`src/rtl/riscv_signature_pkg.sv`:
```
// riscv_signature_pkg: signature-protocol types, field positions and decoder state encoding
package riscv_signature_pkg;

    typedef enum logic [7:0] {
        CORE_STATUS = 8'd0,
        TEST_RESULT = 8'd1,
        WRITE_GPR   = 8'd2,
        WRITE_CSR   = 8'd3
    } signature_type_t;

    typedef enum logic [4:0] {
        INITIALIZED             = 5'd0,
        IN_DEBUG_MODE           = 5'd1,
        IN_MACHINE_MODE         = 5'd2,
        IN_HYPERVISOR_MODE      = 5'd3,
        IN_SUPERVISOR_MODE      = 5'd4,
        IN_USER_MODE            = 5'd5,
        HANDLING_IRQ            = 5'd6,
        FINISHED_IRQ            = 5'd7,
        HANDLING_EXCEPTION      = 5'd8,
        INSTR_FAULT_EXCEPTION   = 5'd9,
        ILLEGAL_INSTR_EXCEPTION = 5'd10,
        LOAD_FAULT_EXCEPTION    = 5'd11,
        STORE_FAULT_EXCEPTION   = 5'd12,
        EBREAK_EXCEPTION        = 5'd13
    } core_status_t;

    typedef enum logic {
        TEST_PASS = 1'b0,
        TEST_FAIL = 1'b1
    } test_result_t;

    localparam int SIG_TYPE_LSB    = 0;
    localparam int SIG_PAYLOAD_LSB = 8;
    localparam int SIG_CSR_ADDR_W  = 12;

    typedef enum logic [1:0] {
        SIG_IDLE,
        SIG_GPR_DUMP,
        SIG_CSR_DATA
    } sig_dec_state_t;

endpackage

```
`src/rtl/riscv_signature_decoder.sv`:
```
// riscv_signature_decoder: snoops bus writes to SIG_ADDR and decodes the signature protocol into pulses
// Ports: clk, rst (sync, active-high); wr_valid/wr_addr/wr_be/wr_data bus snoop;
//   status_vld/status, result_vld/result_fail, gpr_vld/gpr_idx/gpr_data, csr_vld/csr_addr/csr_data, busy.
// Optional macro RISCV_SIG_DECODER_CHECK_EN adds sticky proto_err and a gpr/csr exclusivity assertion.
module riscv_signature_decoder
    import riscv_signature_pkg::*;
#(
    parameter int          XLEN     = 32,
    parameter int          ADDR_W   = 32,
    parameter logic [31:0] SIG_ADDR = 32'h8000_0000,
    parameter int          NUM_GPR  = 32
) (
    input  logic                      clk,
    input  logic                      rst,
    input  logic                      wr_valid,
    input  logic [ADDR_W-1:0]         wr_addr,
    input  logic [XLEN/8-1:0]         wr_be,
    input  logic [XLEN-1:0]           wr_data,
    output logic                      status_vld,
    output logic [4:0]                status,
    output logic                      result_vld,
    output logic                      result_fail,
    output logic                      gpr_vld,
    output logic [4:0]                gpr_idx,
    output logic [XLEN-1:0]           gpr_data,
    output logic                      csr_vld,
    output logic [SIG_CSR_ADDR_W-1:0] csr_addr,
    output logic [XLEN-1:0]           csr_data,
    output logic                      busy
`ifdef RISCV_SIG_DECODER_CHECK_EN
    ,
    output logic                      proto_err
`endif
);

    localparam int CNT_W = $clog2(NUM_GPR) + 1;

    sig_dec_state_t  state_q, state_d;
    signature_type_t sig_type;
    logic [CNT_W-1:0] count;
    logic sig_hit, beat, last_gpr;

    assign sig_hit  = wr_valid && (wr_addr == ADDR_W'(SIG_ADDR));
    assign beat     = sig_hit && (&wr_be);
    assign sig_type = signature_type_t'(wr_data[SIG_TYPE_LSB +: 8]);
    assign last_gpr = count == CNT_W'(NUM_GPR - 1);
    assign busy     = state_q != SIG_IDLE;

    always_comb begin
        state_d = state_q;
        if (beat)
            state_d = state_q == SIG_IDLE ? (sig_type == WRITE_GPR ? SIG_GPR_DUMP :
                                             sig_type == WRITE_CSR ? SIG_CSR_DATA : SIG_IDLE) :
                      state_q == SIG_GPR_DUMP ? (last_gpr ? SIG_IDLE : SIG_GPR_DUMP) : SIG_IDLE;
    end

    always_ff @(posedge clk) begin
        if (rst) begin
            state_q     <= SIG_IDLE;
            count       <= '0;
            status_vld  <= 1'b0;
            status      <= 5'(INITIALIZED);
            result_vld  <= 1'b0;
            result_fail <= 1'b0;
            gpr_vld     <= 1'b0;
            gpr_idx     <= '0;
            gpr_data    <= '0;
            csr_vld     <= 1'b0;
            csr_addr    <= '0;
            csr_data    <= '0;
        end else begin
            state_q    <= state_d;
            status_vld <= 1'b0;
            result_vld <= 1'b0;
            gpr_vld    <= 1'b0;
            csr_vld    <= 1'b0;
            if (beat) begin
                case (state_q)
                    SIG_IDLE: begin
                        if (sig_type == CORE_STATUS) begin
                            status     <= wr_data[SIG_PAYLOAD_LSB +: 5];
                            status_vld <= 1'b1;
                        end
                        if (sig_type == TEST_RESULT) begin
                            result_fail <= wr_data[SIG_PAYLOAD_LSB];
                            result_vld  <= 1'b1;
                        end
                        if (sig_type == WRITE_GPR)
                            count <= '0;
                        if (sig_type == WRITE_CSR)
                            csr_addr <= wr_data[SIG_PAYLOAD_LSB +: SIG_CSR_ADDR_W];
                    end
                    SIG_GPR_DUMP: begin
                        gpr_vld  <= 1'b1;
                        gpr_idx  <= 5'(count);
                        gpr_data <= wr_data;
                        count    <= count + 1'b1;
                    end
                    default: begin
                        csr_vld  <= 1'b1;
                        csr_data <= wr_data;
                    end
                endcase
            end
        end
    end

`ifdef RISCV_SIG_DECODER_CHECK_EN
    // A partial write to the signature word is malformed no matter which state we are in.
    always_ff @(posedge clk) begin
        if (rst)
            proto_err <= 1'b0;
        else if ((sig_hit && !(&wr_be)) || (beat && state_q == SIG_IDLE && sig_type > WRITE_CSR))
            proto_err <= 1'b1;
    end

    a_gpr_csr_excl: assert property (@(posedge clk) disable iff (rst) !(gpr_vld && csr_vld));
`endif

endmodule

```
`config.mk`:
```
export PLATFORM = sky130hd
export DESIGN_NAME = riscv_signature_decoder
export DESIGN_NICKNAME = d
export VERILOG_FILES = /design/src/rtl/riscv_signature_pkg.sv /design/src/rtl/riscv_signature_decoder.sv
export SDC_FILE = /design/constraint.sdc
export NUM_CORES = 1
export LEC_CHECK = 0
export CAP_MARGIN = 40
export CELL_PAD_IN_SITES_DETAIL_PLACEMENT = 0
export CELL_PAD_IN_SITES_GLOBAL_PLACEMENT = 1
export CORE_ASPECT_RATIO = 0.75
export CORE_UTILIZATION = 31
export CTS_CLUSTER_DIAMETER = 30
export DETAILED_ROUTE_END_ITERATION = 10
export PLACE_DENSITY_LB_ADDON = 0.25
export SLEW_MARGIN = 20
export SYNTH_ARGS = -nofsm -noshare
export SYNTH_HDL_FRONTEND = slang
export SYNTH_SLANG_ARGS = --single-unit
export TNS_END_PERCENT = 10
```
`constraint.sdc`:
```
create_clock -name clk -period 2.8 [get_ports clk]
set_input_delay 0.84 -clock clk [delete_from_list [all_inputs] [get_ports clk]]
set_output_delay 0.84 -clock clk [all_outputs]
set_load 0.02 [all_outputs]
```
After elaboration in Yosys (flattened, before gate mapping)
Index checks and enable logic that the tools add are counted.
- mux-type cells: 11
- $add $sub $neg: 1
- bitwise gates (word level): 3
- equal/unequal tests: 7
- reduce and logical (&&, ||, !) cells: 16
- operator list (operator ; number):
    32-bit == test, second input constant ; 1
    8-bit by 2-bit == test with 1-bit output, second input constant ; 2
    6-bit case mux with 2 select lines ; 1
    3-bit AND reduction ; 4
    8-bit by 1-bit == test with 1-bit output, second input constant ; 1
    8-bit zero test ; 1
    6-bit by 1-bit adder with 6-bit output, second input constant ; 1
    6-bit by 5-bit == test with 1-bit output, second input constant ; 1
    1-bit 2-to-1 mux ; 6
    2-bit 2-to-1 mux ; 3
    6-bit 2-to-1 mux ; 1
    2-bit AND reduction ; 2
    4-bit AND reduction ; 1
    2-bit nonzero test ; 2
    2-bit OR reduction ; 2
    1-bit NOT ; 3
    3-bit OR reduction ; 1
    2-bit by 1-bit == test with 1-bit output, second input constant ; 1
    1-bit logical AND ; 2
    2-bit zero test ; 1
    2-bit by 1-bit != test with 1-bit output, second input constant ; 1
- output and inout port bits: 92
- bits in registers: 99
- logic and storage cells: 50
- bits of input ports: 71

Logic depth before layout (Yosys ltp)
- depth in word-level cells: 5
- gate-level depth with buffers: 7
- gate-level depth less buffers: 6

Worst setup path after synthesis
Ideal clock, no wire load.
- kind: input -> register
- from: input port wr_data[3]
- to: register status[1]
- setup time: 0.128 ns
- slack: 0.205 ns
- path buffers: 0
- arrival time: 2.467 ns
- cell stages on the path: 5
- required time: 2.672 ns
- cell sequence: or4_4 > or4_4 > nor4_4 > mux2i_1 > nor2_1
- longest elaborated chain between the ends: 2
- ends and longest elaborated chain (what ; line ; RTL):
    from (decl) ; riscv_signature_decoder.sv:18 ; input logic [XLEN-1:0] wr_data,
    8-bit zero test ; riscv_signature_decoder.sv:80 ; if (sig_type == CORE_STATUS) begin
    3-bit AND reduction (no source line) ; -- ;
    to (signal assigned) ; riscv_signature_decoder.sv:62 ; status <= 5'(INITIALIZED);
    to (signal assigned) ; riscv_signature_decoder.sv:81 ; status <= wr_data[SIG_PAYLOAD_LSB +: 5];
    to (decl) ; riscv_signature_decoder.sv:20 ; output logic [4:0] status,
No other way between the ends.
A chain may end at the register's enable or synchronous reset.

Worst setup path in the final report
- from: input port wr_data[4]
- to: register status[2]
Same word-level chain as after synthesis.

==> summary.txt <==
Clocking
  • Post-CTS Setup Inserts: 0
  • Insertion delay of the later-clocked pin in the worst-skew pair: 0.34 ns
  • Number of gates resized after CTS: 0
  • Quantity of hold-fixing buffers added after cts: 0
  • CTS Buf Count: 9
  • Total clock sinks: 99
  • CTS tree: done
  • Clock input transition at the sequential cells of the worst setup and hold paths: 0.07 ns
  • Clock root buffer: sky130_fd_sc_hd__clkbuf_16
  • Number of buffers on the longest clock path: 2
  • H-Tree Level Count: 3

Worst setup path
  • Arr. time, crit path: 2.96 ns
  • Crit-path slowest cell: sky130_fd_sc_hd__or4_4
  • Cell chain of the critical path: clkdlybuf4s50_1, or4_4, or4_4, nor4_4, buf_4, mux2i_1, nor2_1
  • Slowest Stage Delay on Critical Path: 0.57 ns
  • Required time at the worst-slack endpoint: 3.03 ns
  • Critical-path maximum fanout: 5
  • Worst path most repeated cell: sky130_fd_sc_hd__or4_4
  • Critical Setup Path Class: in -> reg
  • Critical Path End Type: register
  • Kind of start point of the critical path: input port

Timing
  • Share of the clock period used by the worst path: 0.9745
  • Setup repair after global routing missed its margin: false
  • Peak Freq: 0.3665 GHz
  • Final Hold Slack: 0.4505 ns
  • Final Hold Viols: 0
  • Post-route setup slack: 0.07137 ns
  • Final setup vio count: 0
  • Final max-slew violation count: 0
  • Max-slew headroom: 0.6579
  • Transition time at the pin with the least slew margin: 0.5127 ns
  • Final setup skew: 0.009492 ns
  • Post-route minimum period: 2.729 ns

Route
  • Detailed Route WL: 10.47 mm
  • Via density per instance: 4.557
  • Average wire per standard cell: 13.77 um
  • Number of violations reported at the end of detailed-routing iteration 0: 113
  • DRT Pass-1 Iters: 5
  • Vias after detailed routing: 3,463
  • Residual DRC count: 0
  • Count of antenna-violating nets left after detailed routing: 0

Logic synthesis
  • Post-synth design cell area: 0.003786 sq mm
  • Post-Synthesis Net Count: 475
  • Average footprint of a synthesized cell: 9.395 sq um
  • Largest cells by area after synthesis: sky130_fd_sc_hd__dfxtp_1 52%, sky130_fd_sc_hd__mux2i_1 15%, sky130_fd_sc_hd__nand2_1 7.2%, sky130_fd_sc_hd__nor2_1 6.0%, sky130_fd_sc_hd__a21oi_1 4.5%
  • FFs w/ async S/R, synth: 0
  • Most common cell in the synthesized netlist: sky130_fd_sc_hd__dfxtp_1
  • Synth unique cells: 37
  • Fraction of the yosys area taken by sequential cells: 0.5235
  • Cell taking the most area after synthesis: sky130_fd_sc_hd__dfxtp_1
  • Area share of the leading cell type in the synthesized netlist: 0.5235
  • Top_reg_cell synth: sky130_fd_sc_hd__dfxtp_1
  • Synthesis-stage register bit count: 99
  • Post-Syn Instances: 403
  • Most common library cells after synthesis: 99 x sky130_fd_sc_hd__dfxtp_1, 73 x sky130_fd_sc_hd__nand2_1, 61 x sky130_fd_sc_hd__nor2_1, 56 x sky130_fd_sc_hd__mux2i_1, 34 x sky130_fd_sc_hd__a21oi_1
  • Yosys Warn Count: 0
  • Number of synthesized flops with an enable pin: 0

Run
  • Max-cap check violation count: 0

Outcome
  • Outcome: finished clean

Power
  • Proportion of power drawn by the clock network: 0.422
  • Leakage power summed over all cells: 2.131 nW
  • Power density cells: 442.6 mW/mm^2
  • Switching share of power: 0.2206
  • Proportion of power drawn by combinational gates: 0.061
  • Sequential share of power: 0.517
  • Net load switching power: 0.5999 mW
  • Highest ir drop seen on vdd: 0.3186 mV
  • Design internal power: 2.120 mW

Placed design
  • Placed instance count: 744
  • Post-place setup slack: -0.2950 ns
  • Count of port buffers added during placement: 162
  • GPL Wtd Cong: 0.7748
  • Cell area after placement: 0.005877 sq mm
  • DP Wirelength: 7.576 mm

Floorplan
  • Starting density of the core: 0.3225
  • Horiz. Die Dim: 129.6 um
  • Chip height: 97.71 um
  • Site Rows: 34
  • Total Die Area: 0.01266 sq mm
  • Core region area: 0.01174 sq mm
  • IO Pins: 163

Layout
  • Number of nets in the final layout: 665
  • Antenna diodes: 0
  • Number of filler instances in the final layout: 1,110
  • Post-layout util: 0.5234
  • Fraction of final layout cells sized beyond drive strength 1: 0.1137
  • Post-route standard cell area excluding fillers: 0.006146 sq mm
  • Post-route insts no fill: 760
  • Post-synthesis to final-layout area growth: 62.33%

Min path
  • Hold crit path type: reg -> reg

Global route
  • Global-route met1 utilization: 0.2237
  • Tot GR Track Use: 0.1691
  • Met2 Resource Use GR: 0.2649
  • Met3 GRT Util: 0.05286
  • Vias in the first global route: 3,414
  • Wire length of the first global-routing pass: 16.95 mm
  • Number of antenna violations at the first check in global routing: 0
  • Total overflow reported by the global router: 0
  • Global routing's busiest layer: met2
  • Largest net degree at the start of global routing: 49
## path summary, 6_finish.rpt
path	start	end	slack, ns	cells past startpoint
max	wr_data[4]	status[2]	0.07	7
max reg2reg	state_q[1]	status[2]	0.70	6
min reg2reg	csr_data[3]	csr_data[3]	0.45	2
min	csr_data[3]	csr_data[3]	0.45	2
## worst max-delay path, delay by kind of cell
family / cells / cell delay, ns
AND/OR/NAND/NOR: 4 / 1.27
buffers and inverters: 2 / 0.64
multiplexers: 1 / 0.20
## through the flow
| stage | TNS, ns | power (mW) |
|---|---|---|
| 2_1_floorplan | 0 | 1.471 |
| 3_3_place_gp | -13.64 | 1.604 |
| 3_5_place_dp | -15.34 | 1.605 |
| 4_1_cts | 0 | 2.755 |
| 5_1_grt | 0 | 2.826 |
| 6_report | 0 | 2.720 |
## power groups by stage
| stage | Clock, mW | Sequential (mW) | Combinational, mW |
|---|---|---|---|
| after global routing | 1.24 | 1.41 | 0.177 |
| after global placement | 0 | 1.44 | 0.164 |
| after detailed placement | 0 | 1.44 | 0.165 |
| final | 1.15 | 1.41 | 0.165 |
| after CTS | 1.18 | 1.41 | 0.166 |
| after floorplan | 0 | 1.44 | 0.0313 |
## cell families (layout without fill, tap and decap cells)
group	Yosys count	after routing	share of synthesized area
and+or+nand+nor	180	180	0.2356
DFF	99	99	0.5235
adders and majority gates	1	1	0.003304
AOI/OAI and AO/OA	42	42	0.05915
buffers and inverters	25	220	0.03040
muxes	56	56	0.1481
## metal layers
layer,up-vias,part of all wire
li1,1756,-
met1,1584,0.48
met2,112,0.45
met3,11,0.069
met4,0,0.0096
met5,-,0
## sequential cells by signal (all words and copies together) (netlist names), 2 cells and up
register,flops
gpr_idx,5
count,6
status,5
csr_data,32
gpr_data,32
state_q,2
csr_addr,12
## final cells by class
type	instances	area [sq um]	area share
inverter	3	11.26	0.001832
clock buffer	11	232.7	0.03787
tap	162	202.7	0.03298
clock inverter	5	36.28	0.005904
timing repair buffer	201	1974	0.3213
sequential	99	1982	0.3225
multi-input combinational	279	1707	0.2777
## placed cells by master, fill, tap and decap left out, drive strengths merged
cell | Yosys | routed
o2111ai | 1 | 1
or3b | 1 | 1
nor3b | 1 | 1
and3 | 1 | 1
clkinv | 0 | 3
mux2i | 56 | 56
o21bai | 1 | 1
o21ai | 1 | 1
nor4 | 10 | 10
ha | 1 | 1
or3 | 3 | 3
and2 | 1 | 1
a21oi | 34 | 34
nor2 | 61 | 61
a22oi | 1 | 1
or4 | 3 | 3
or2 | 2 | 2
and4 | 2 | 2
a31oi | 4 | 4
nand4 | 6 | 6
nand2 | 73 | 73
nor3 | 4 | 4
nand3 | 6 | 6
dfxtp | 99 | 99
nand3b | 1 | 1
inv | 3 | 5
buf | 12 | 40
nor2b | 1 | 1
clkbuf | 10 | 11
nor4b | 4 | 4
clkdlybuf4s50 | 0 | 161
No activity file was read; power rests on OpenSTA's default activity.
